`config.mk`:
```
export PLATFORM = sky130hd
export DESIGN_NAME = hkspi_seq
export DESIGN_NICKNAME = d
export VERILOG_FILES = /design/src/rtl/hkspi_pkg.sv /design/src/rtl/hkspi_halfper_cnt.sv /design/src/rtl/hkspi_seq.sv
export SDC_FILE = /design/constraint.sdc
export NUM_CORES = 1
export LEC_CHECK = 0
export BUFFER_PORTS_ARGS = -buffer_cell sky130_fd_sc_hd__buf_4
export CORE_ASPECT_RATIO = 1.2
export CORE_UTILIZATION = 43
export CTS_BUF_LIST = sky130_fd_sc_hd__clkbuf_8
export DETAILED_ROUTE_END_ITERATION = 6
export HOLD_SLACK_MARGIN = 0.08
export PLACE_DENSITY = 0.64
export SLEW_MARGIN = 30
export SYNTH_ARGS = -nofsm -noshare
export SYNTH_HDL_FRONTEND = slang
export SYNTH_SLANG_ARGS = --single-unit
```
`constraint.sdc`:
```
create_clock -name line_clk -period 2.67 [get_ports line_clk]
set_input_delay 0.534 -clock line_clk [delete_from_list [all_inputs] [get_ports line_clk]]
set_output_delay 0.534 -clock line_clk [all_outputs]
set_load 0.01 [all_outputs]
```
`src/rtl/hkspi_pkg.sv`:
```
// ---------------------------------------------------------------------------
// hkspi_pkg
// Shared definitions for the housekeeping-SPI register-access sequencer:
//   CMD_WR / CMD_RD  : command bytes for stream write / stream read
//   FRAME_BITS       : length of one {cmd, addr, data} frame in bits
//   LAST_BIT_IDX     : starting value of the down-counting bit index
//   hk_state_e       : sequencer state encoding
//   build_frame()    : assembles the 24-bit frame for one request
// ---------------------------------------------------------------------------
package hkspi_pkg;

  localparam logic [7:0] CMD_WR = 8'h80;
  localparam logic [7:0] CMD_RD = 8'h40;

  localparam int         FRAME_BITS   = 24;
  localparam logic [4:0] LAST_BIT_IDX = 5'(FRAME_BITS - 1);

  typedef enum logic [2:0] {
    IDLE  = 3'd0,
    SETUP = 3'd1,
    SHIFT = 3'd2,
    HOLD  = 3'd3,
    GAP   = 3'd4
  } hk_state_e;

  // Reads carry a dummy 0x00 byte in the data slot so the target can clock
  // its reply out while we shift it.
  function automatic logic [FRAME_BITS-1:0] build_frame(
    input logic       wr,
    input logic [7:0] addr,
    input logic [7:0] wdata
  );
    if (wr)
      build_frame = {CMD_WR, addr, wdata};
    else
      build_frame = {CMD_RD, addr, 8'h00};
  endfunction

endpackage

```
`src/rtl/hkspi_halfper_cnt.sv`:
```
// ---------------------------------------------------------------------------
// hkspi_halfper_cnt
// Half-period timer for the SPI sequencer. While enabled it counts
// 0..CLK_DIV-1 and wraps, raising tick during the last cycle of each
// CLK_DIV-cycle phase. Held at zero while disabled so every frame starts
// phase-aligned.
// Ports:
//   line_clk      in   system clock
//   line_reset_n  in   asynchronous active-low reset
//   en            in   count enable (high while a frame is in progress)
//   tick          out  one-cycle pulse marking the final cycle of a phase
// ---------------------------------------------------------------------------
module hkspi_halfper_cnt
  import hkspi_pkg::*;
#(
  parameter int CLK_DIV = 4
) (
  input  logic line_clk,
  input  logic line_reset_n,
  input  logic en,
  output logic tick
);

  localparam logic [7:0] CNT_LAST = 8'(CLK_DIV - 1);

  logic [7:0] cnt;

  always_ff @(posedge line_clk or negedge line_reset_n) begin
    if (!line_reset_n) begin
      cnt <= 8'h00;
    end else if (!en || (cnt == CNT_LAST)) begin
      cnt <= 8'h00;
    end else begin
      cnt <= cnt + 8'd1;
    end
  end

  assign tick = en && (cnt == CNT_LAST);

endmodule

```
`src/rtl/hkspi_seq.sv`:
```
// ---------------------------------------------------------------------------
// hkspi_seq
// Single-register read/write sequencer for the Caravel housekeeping SPI.
// A request accepted on the valid/ready handshake is turned into one SPI
// mode-0 stream frame {cmd, addr, data/dummy}, MSB first. When the frame
// completes a one-cycle rsp_valid pulse returns the read byte (0x00 for
// writes). Frame timeline in units of CLK_DIV cycles:
//   SETUP 1 | SHIFT 24 x (high 1 + low 1) | HOLD 1 | GAP 2  = 52
// Ports:
//   line_clk      in   system clock
//   line_reset_n  in   asynchronous active-low reset
//   req_valid     in   request present
//   req_ready     out  sequencer idle and able to accept
//   req_wr        in   1 = write, 0 = read
//   req_addr      in   housekeeping register address
//   req_wdata     in   write data (ignored for reads)
//   rsp_valid     out  one-cycle completion pulse
//   rsp_rd        out  completed transaction was a read
//   rsp_data      out  read data, 0x00 after writes
//   busy          out  transaction in progress
//   spi_sck       out  SPI clock, idle low
//   spi_csn       out  chip select, active low
//   spi_mosi      out  serial data to target
//   spi_miso      in   serial data from target
// ---------------------------------------------------------------------------
module hkspi_seq
  import hkspi_pkg::*;
#(
  parameter int CLK_DIV = 4
) (
  input  logic       line_clk,
  input  logic       line_reset_n,
  input  logic       req_valid,
  output logic       req_ready,
  input  logic       req_wr,
  input  logic [7:0] req_addr,
  input  logic [7:0] req_wdata,
  output logic       rsp_valid,
  output logic       rsp_rd,
  output logic [7:0] rsp_data,
  output logic       busy,
  output logic       spi_sck,
  output logic       spi_csn,
  output logic       spi_mosi,
  input  logic       spi_miso
);

  generate
    if (CLK_DIV < 2 || CLK_DIV > 255) begin : g_bad_clk_div
      $error("hkspi_seq: CLK_DIV must be within 2..255");
    end
  endgenerate

  hk_state_e             state;
  hk_state_e             state_nxt;
  logic                  tick;
  logic [FRAME_BITS-1:0] shreg;
  logic [7:0]            rx;
  logic [4:0]            bit_cnt;
  logic                  sck_hi;
  logic                  gap_second;
  logic                  is_rd;

  // One timer serves every phase; all phases are whole multiples of
  // CLK_DIV, so it runs free from the start of SETUP to the end of GAP.
  hkspi_halfper_cnt #(
    .CLK_DIV (CLK_DIV)
  ) u_halfper_cnt (
    .line_clk     (line_clk),
    .line_reset_n (line_reset_n),
    .en           (state != IDLE),
    .tick         (tick)
  );

  // State register
  always_ff @(posedge line_clk or negedge line_reset_n) begin
    if (!line_reset_n) begin
      state <= IDLE;
    end else begin
      state <= state_nxt;
    end
  end

  // Next-state logic
  always_comb begin
    state_nxt = state;
    case (state)
      IDLE: begin
        if (req_valid) state_nxt = SETUP;
      end
      SETUP: begin
        if (tick) state_nxt = SHIFT;
      end
      SHIFT: begin
        if (tick && !sck_hi && (bit_cnt == 5'd0)) state_nxt = HOLD;
      end
      HOLD: begin
        if (tick) state_nxt = GAP;
      end
      GAP: begin
        if (tick && gap_second) state_nxt = IDLE;
      end
      default: state_nxt = IDLE;
    endcase
  end

  // Frame datapath and response registers
  always_ff @(posedge line_clk or negedge line_reset_n) begin
    if (!line_reset_n) begin
      shreg      <= '0;
      rx         <= 8'h00;
      bit_cnt    <= 5'd0;
      sck_hi     <= 1'b0;
      gap_second <= 1'b0;
      is_rd      <= 1'b0;
      rsp_valid  <= 1'b0;
      rsp_rd     <= 1'b0;
      rsp_data   <= 8'h00;
    end else begin
      rsp_valid <= 1'b0;
      case (state)
        IDLE: begin
          if (req_valid) begin
            shreg      <= build_frame(req_wr, req_addr, req_wdata);
            is_rd      <= !req_wr;
            bit_cnt    <= LAST_BIT_IDX;
            sck_hi     <= 1'b0;
            gap_second <= 1'b0;
          end
        end
        SETUP: begin
          if (tick) sck_hi <= 1'b1;
        end
        SHIFT: begin
          if (tick) begin
            if (sck_hi) begin
              // End of high phase: sample the target, and shift so the next
              // bit appears on mosi in the first low-phase cycle.
              rx     <= {rx[6:0], spi_miso};
              shreg  <= {shreg[FRAME_BITS-2:0], 1'b0};
              sck_hi <= 1'b0;
            end else if (bit_cnt != 5'd0) begin
              bit_cnt <= bit_cnt - 5'd1;
              sck_hi  <= 1'b1;
            end
          end
        end
        HOLD: begin
          if (tick) begin
            rsp_valid <= 1'b1;
            rsp_rd    <= is_rd;
            rsp_data  <= is_rd ? rx : 8'h00;
          end
        end
        GAP: begin
          if (tick) gap_second <= 1'b1;
        end
        default: begin
        end
      endcase
    end
  end

  // Output decode. Pins come straight from reset-cleared registers, so an
  // asserted reset releases csn and drops sck without waiting for a clock.
  always_comb begin
    req_ready = 1'b0;
    busy      = 1'b1;
    spi_csn   = 1'b1;
    spi_sck   = 1'b0;
    spi_mosi  = 1'b0;
    case (state)
      IDLE: begin
        req_ready = 1'b1;
        busy      = 1'b0;
      end
      SETUP, HOLD: begin
        spi_csn  = 1'b0;
        spi_mosi = shreg[FRAME_BITS-1];
      end
      SHIFT: begin
        spi_csn  = 1'b0;
        spi_sck  = sck_hi;
        spi_mosi = shreg[FRAME_BITS-1];
      end
      default: begin
      end
    endcase
  end

endmodule
```
Word level (Yosys, flattened, before mapping):

Cells that the tools add are included.

* flip-flop bits (word level): 61
* output and inout bits: 15

* $add $sub $neg: 2
* eq/ne operators: 15
* muxes and demuxes: 32
* reduce and logical (&&, ||, !) cells: 24

Operators by type and width (number)
* two-way mux 24 bit: 4
* one-hot mux 24 bit (2 select lines): 1
* two-way mux 5 bit: 4
* inequality test 2 bit (second input constant): 10
* two-way mux 8 bit: 2
* two-way mux 3 bit: 5
* one-hot mux 3 bit (5 select lines): 1
* two-way mux 1 bit: 12
* one-hot mux 5 bit (2 select lines): 1
* AND reduction 5 bit: 2
* adder 8 x 1 -> 8 bit (second input constant): 1
* equality test 8 x 2 -> 1 bit (second input constant): 1
* AND reduction 4 bit: 2
* equality test 3 x 2 -> 1 bit (second input constant): 2
* AND reduction 3 bit: 2
* nonzero test 3 bit: 2
* zero test 5 bit: 1
* nonzero test 5 bit: 1
* subtractor 5 x 1 -> 5 bit (second input constant): 1
* logical AND 1 bit: 4
* AND reduction 2 bit: 2
* nonzero test 2 bit: 2
* equality test 3 x 1 -> 1 bit (second input constant): 1
* equality test 3 bit (second input constant): 1
* other kinds (6): 8

Depth between registers and ports, before layout:

* word-level depth: 6
* gate-level depth with buffers: 6
* mapped depth without buffers: 6

Hierarchy:

From an unflattened synthesis, not the netlist that was laid out.

* cell total of the unflattened synthesis: 263
* area, all modules: 2955.3 µm²

Modules (own cells, without submodules)
* hkspi_seq: times used 1, cells each 224, area each 2556.2 µm²
* hkspi_halfper_cnt: times used 1, cells each 39, area each 399.1 µm²

Worst setup path before layout:

No wires, ideal clock.

* path kind: reg2reg
* start: register u_halfper_cnt.cnt[0]
* end: register bit_cnt[4]
* setup time: 0.079 ns
* data arrival time: 2.009 ns
* required time: 2.591 ns
* slack: 0.581 ns
* cell stages (with the launch flop): 6
* buffers on the path: 0
* clock period less this slack: 2.089 ns
* path through: dfrtp_1 > ha_1 > or3b_2 > o41a_1 > nor4_1 > mux2i_1

* word-level cells in the longest chain between the ends: 4

Ends and longest elaborated chain
* from (decl): line hkspi_halfper_cnt.sv:26 `logic [7:0] cnt;`
* from (signal assigned): line hkspi_halfper_cnt.sv:34 `cnt <= cnt + 8'd1;`
* equality test 8 x 2 -> 1 bit: line hkspi_halfper_cnt.sv:38 `assign tick = en && (cnt == CNT_LAST);`
* logical AND 1 bit: line hkspi_halfper_cnt.sv:38
* inequality test 2 bit (no line)
* AND reduction 5 bit (no line)
* to (signal assigned): line hkspi_seq.sv:143 `bit_cnt <= bit_cnt - 5'd1;`
* to (decl): line hkspi_seq.sv:59 `logic [4:0] bit_cnt;`

Every way passes these cells.
A chain may end at the register's enable or synchronous reset.

Worst setup path in the final report:

Ends and elaborated chain as after synthesis.

==> summary.txt <==
STA
  – Tmin final: between 2 and 2.5 ns
  – Final setup TNS: 0 ns
  – Tightest Pin Transition: about 0.74 ns
  – Slew Viols, Final: 0
  – Final period util: 84.01%
  – Clock skew: roughly 0.0070 ns
  – Peak Freq: around 0.45 GHz
  – Unrepaired setup endpoints after global routing: no
  – Hold Vio Cnt, Final: 0
  – Relative slew slack: 50.55%
  – Final setup fails: 0

Clocking
  – CTS tree: yes
  – H-tree depth: 3
  – Clock slew at reported path FFs: about 0.070 ns
  – Hold_buf cts: 0
  – CTS resizes: 0
  – Clock sinks: 61
  – CTS Root Cell: clkbuf_8
  – CTS Buffer Depth: 2
  – Setup Buffers After CTS: 0
  – Clk Latency, worst-skew pair: around 0.34 ns
  – CTS Buf Count: 9

Critical path
  – CP Depth: 5
  – R2r startpoint: u_halfper_cnt.cnt[0]
  – CP max-delay cell: or3b_2
  – Max stage delay on crit path: approximately 0.49 ns
  – Crit path max-delay family: simple AND/OR/NAND/NOR gates
  – CP max FO: 5
  – Critical Path Start: u_halfper_cnt.cnt[0]
  – Worst Path Required: approximately 2.9 ns
  – Worst-case reg-to-reg path depth: 5
  – CP Cell Sequence: ha_1, or3b_2, o41a_1, nor4_1, mux2i_1
  – Buf/Inv on CP: 0
  – CP Capture Type: flip-flop
  – Crit path kind: flip-flop to flip-flop
  – CP Launch Type: flip-flop
  – Worst EP arrival: 2.50 ns

Synthesis
  – Synthesized instance count: roughly 280
  – Post-synth EDFFs: 0
  – Mapped cell area: ~0.0028 mm2
  – Synth top area share: between 50% and 60%
  – Primary FF master, synth: dfrtp_1
  – Synth Area in XOR/XNOR: approximately 2.2%
  – Yosys warning total: 0
  – Distinct cells, synth: 34
  – Synth area leader: dfrtp_1
  – Post-synth top cells: dfrtp_1, nand3_1, nand2_1
  – Mux contribution to synthesized area: under 10%
  – Most common cell in the netlist: dfrtp_1
  – Syn nets: about 310
  – Synth Area in Compound Gates: between 10% and 20%
  – Simple-gate share of the synthesized area: between 20% and 30%
  – Async set-reset flop share out of synthesis: 100.0%
  – Dominant cells by area after synthesis: dfrtp_1, nand3_1, o21ai_0, mux2_2, mux2i_1
  – Register area share after synthesis: roughly 55%
  – Post-Synth Adder-Cell Area: under 10%
  – #FFs+latches synth: 61
  – Syn_area_per_cell: a little under 10 um2
  – Main combinational cell family by area after synthesis: simple AND/OR/NAND/NOR gates

GRT
  – Global-route wire length before repair: a little under 10,000 um
  – Vias in the first global route: approximately 2,100
  – Initial antenna violation count: 0
  – Global route overflow: 0
  – Largest net degree at the start of global routing: between 60 and 70
  – Gr usage total: 18.77%

Floorplan
  – IO Pins: 36
  – Std-Cell Rows: 31
  – Die area: 0.006834 mm2
  – Core Footprint: between 0.006 and 0.007 mm2
  – Die H: 90.36 um
  – Initial Utilization: a little under half
  – Die X: ~76 um

Placed design
  – Routability cong.: 0.7555
  – Post-DP HPWL: 3699 um
  – IO buf count: 35

Route
  – Drt first pass iters: 4
  – Vias per inst: roughly 5.3
  – Routed WL: around 5500 um
  – # DRC: 0
  – Initial DRC Count: 120
  – Via count: 2,169
  – Wire per inst: ~13 um
  – Final ANT Viol Nets: 0

Finish
  – Nets: 346
  – Layout cells sized above 1: between 20% and 30%
  – N_diodes: 0
  – Syn-to-layout area delta: 21.33%
  – Fin util: 55.04%

Min path
  – Type of the worst min-delay path: input port to asynchronous set/reset pin

Flow run
  – Max-cap check violation count: 0

Power and ir drop
  – Pleak: roughly 1.6 nW
  – VDD IR max: between 0.4 and 0.5 mV
  – Power Density: between 900 and 1000 mW/mm2

Run status
  – Status: finished, final reports clean
state kept, by name (all words and copies together), names as in the netlist:
register and count:
shreg 24, rsp_data 8, rx 8, u_halfper_cnt.cnt 8, bit_cnt 5, state 3, gap_second 1, is_rd 1
rsp_rd 1, rsp_valid 1, sck_hi 1
cell families (layout without fill, tap and decap cells):
group | after synthesis | count (layout)
AOI/OAI and AO/OA | 52 | 52
xor gates and xnor gates | 7 | 7
adders and majority gates | 3 | 3
buffers and inverters | 20 | 64
DFF | 61 | 61
muxes | 21 | 21
and+or+nand+nor | 119 | 119
power by group:
part / switching [mW] / total (mW) / internal (mW)
registers: 0.235 / 1.42 / 1.19
clock network: 0.381 / 0.911 / 0.529
logic: 0.467 / 0.867 / 0.400
metal layers:
metal | routed length (um) | GRT usage (%)
met4 | 104 | 8.333
met5 | 0 | 0
met1 | 2568 | 24.71
met3 | 207 | 4.911
met2 | 2618 | 28.65
metrics by stage:
stage	setup WS (ns)	hold slack, ns	power [mW]	instances	instance area, um2
3_5_place_dp	0.4609	0.4580	2.322	393	3172
5_1_grt	0.2685	0.3240	3.437	409	3395
4_1_cts	0.4239	0.2850	3.244	409	3395
3_3_place_gp	0.5130	0.4547	2.296	393	3172
2_1_floorplan	0.5814	0.2384	2.001	283	2798
6_report	0.4269	0.2525	3.202	409	3395
layout by cell type, fill, tap and decap left out, types with 2 or more instances in the layout:
master / netlist / layout
mux2i_1: 11 / 11
dfrtp_1: 61 / 61
nand2_1: 29 / 29
nand3_1: 41 / 41
and2_1: 2 / 2
nor2_1: 17 / 17
mux2_2: 10 / 10
xor2_1: 6 / 6
clkinv_4: 0 / 2
or3b_2: 2 / 2
inv_1: 4 / 4
bufinv_16: 0 / 2
o21ai_0: 28 / 28
nand2b_1: 2 / 2
nor3_1: 3 / 3
a211oi_1: 2 / 2
buf_4: 0 / 43
a21oi_1: 18 / 18
or3_1: 2 / 2
clkbuf_8: 0 / 9
nor4_1: 3 / 3
and3_1: 10 / 10
ha_1: 3 / 3
cell type report:
cell class                      count  area [um2]
Clock inverter                      7       98.84
Fill cell                         589        2773
Tap cell                           82       102.6
Inverter                            5       18.77
Sequential cell                    61        1526
Multi-Input combinational cell    202        1201
Timing Repair Buffer               43       322.8
Clock buffer                        9       123.9
worst paths after layout:
check                                        to  slack [ns]
setup / recovery                     bit_cnt[4]        0.43
hold / removal             u_halfper_cnt.cnt[2]        0.25
setup reg to reg                     bit_cnt[4]        0.43
hold reg to reg                     rsp_data[0]        0.47
max in group asynchronous            bit_cnt[4]        1.93
min in group line_clk                     rx[0]        0.43
worst reg2reg max path, delay by kind of cell, from the launching register on:
family,cells,cell delay (ns)
AND/OR/NAND/NOR,2,0.79
adder cells (fa/ha/maj),1,0.27
flip-flops,1,0.40
AO/OA/AOI/OAI,1,0.47
multiplexers,1,0.22
(Power assumes the default switching activity.)
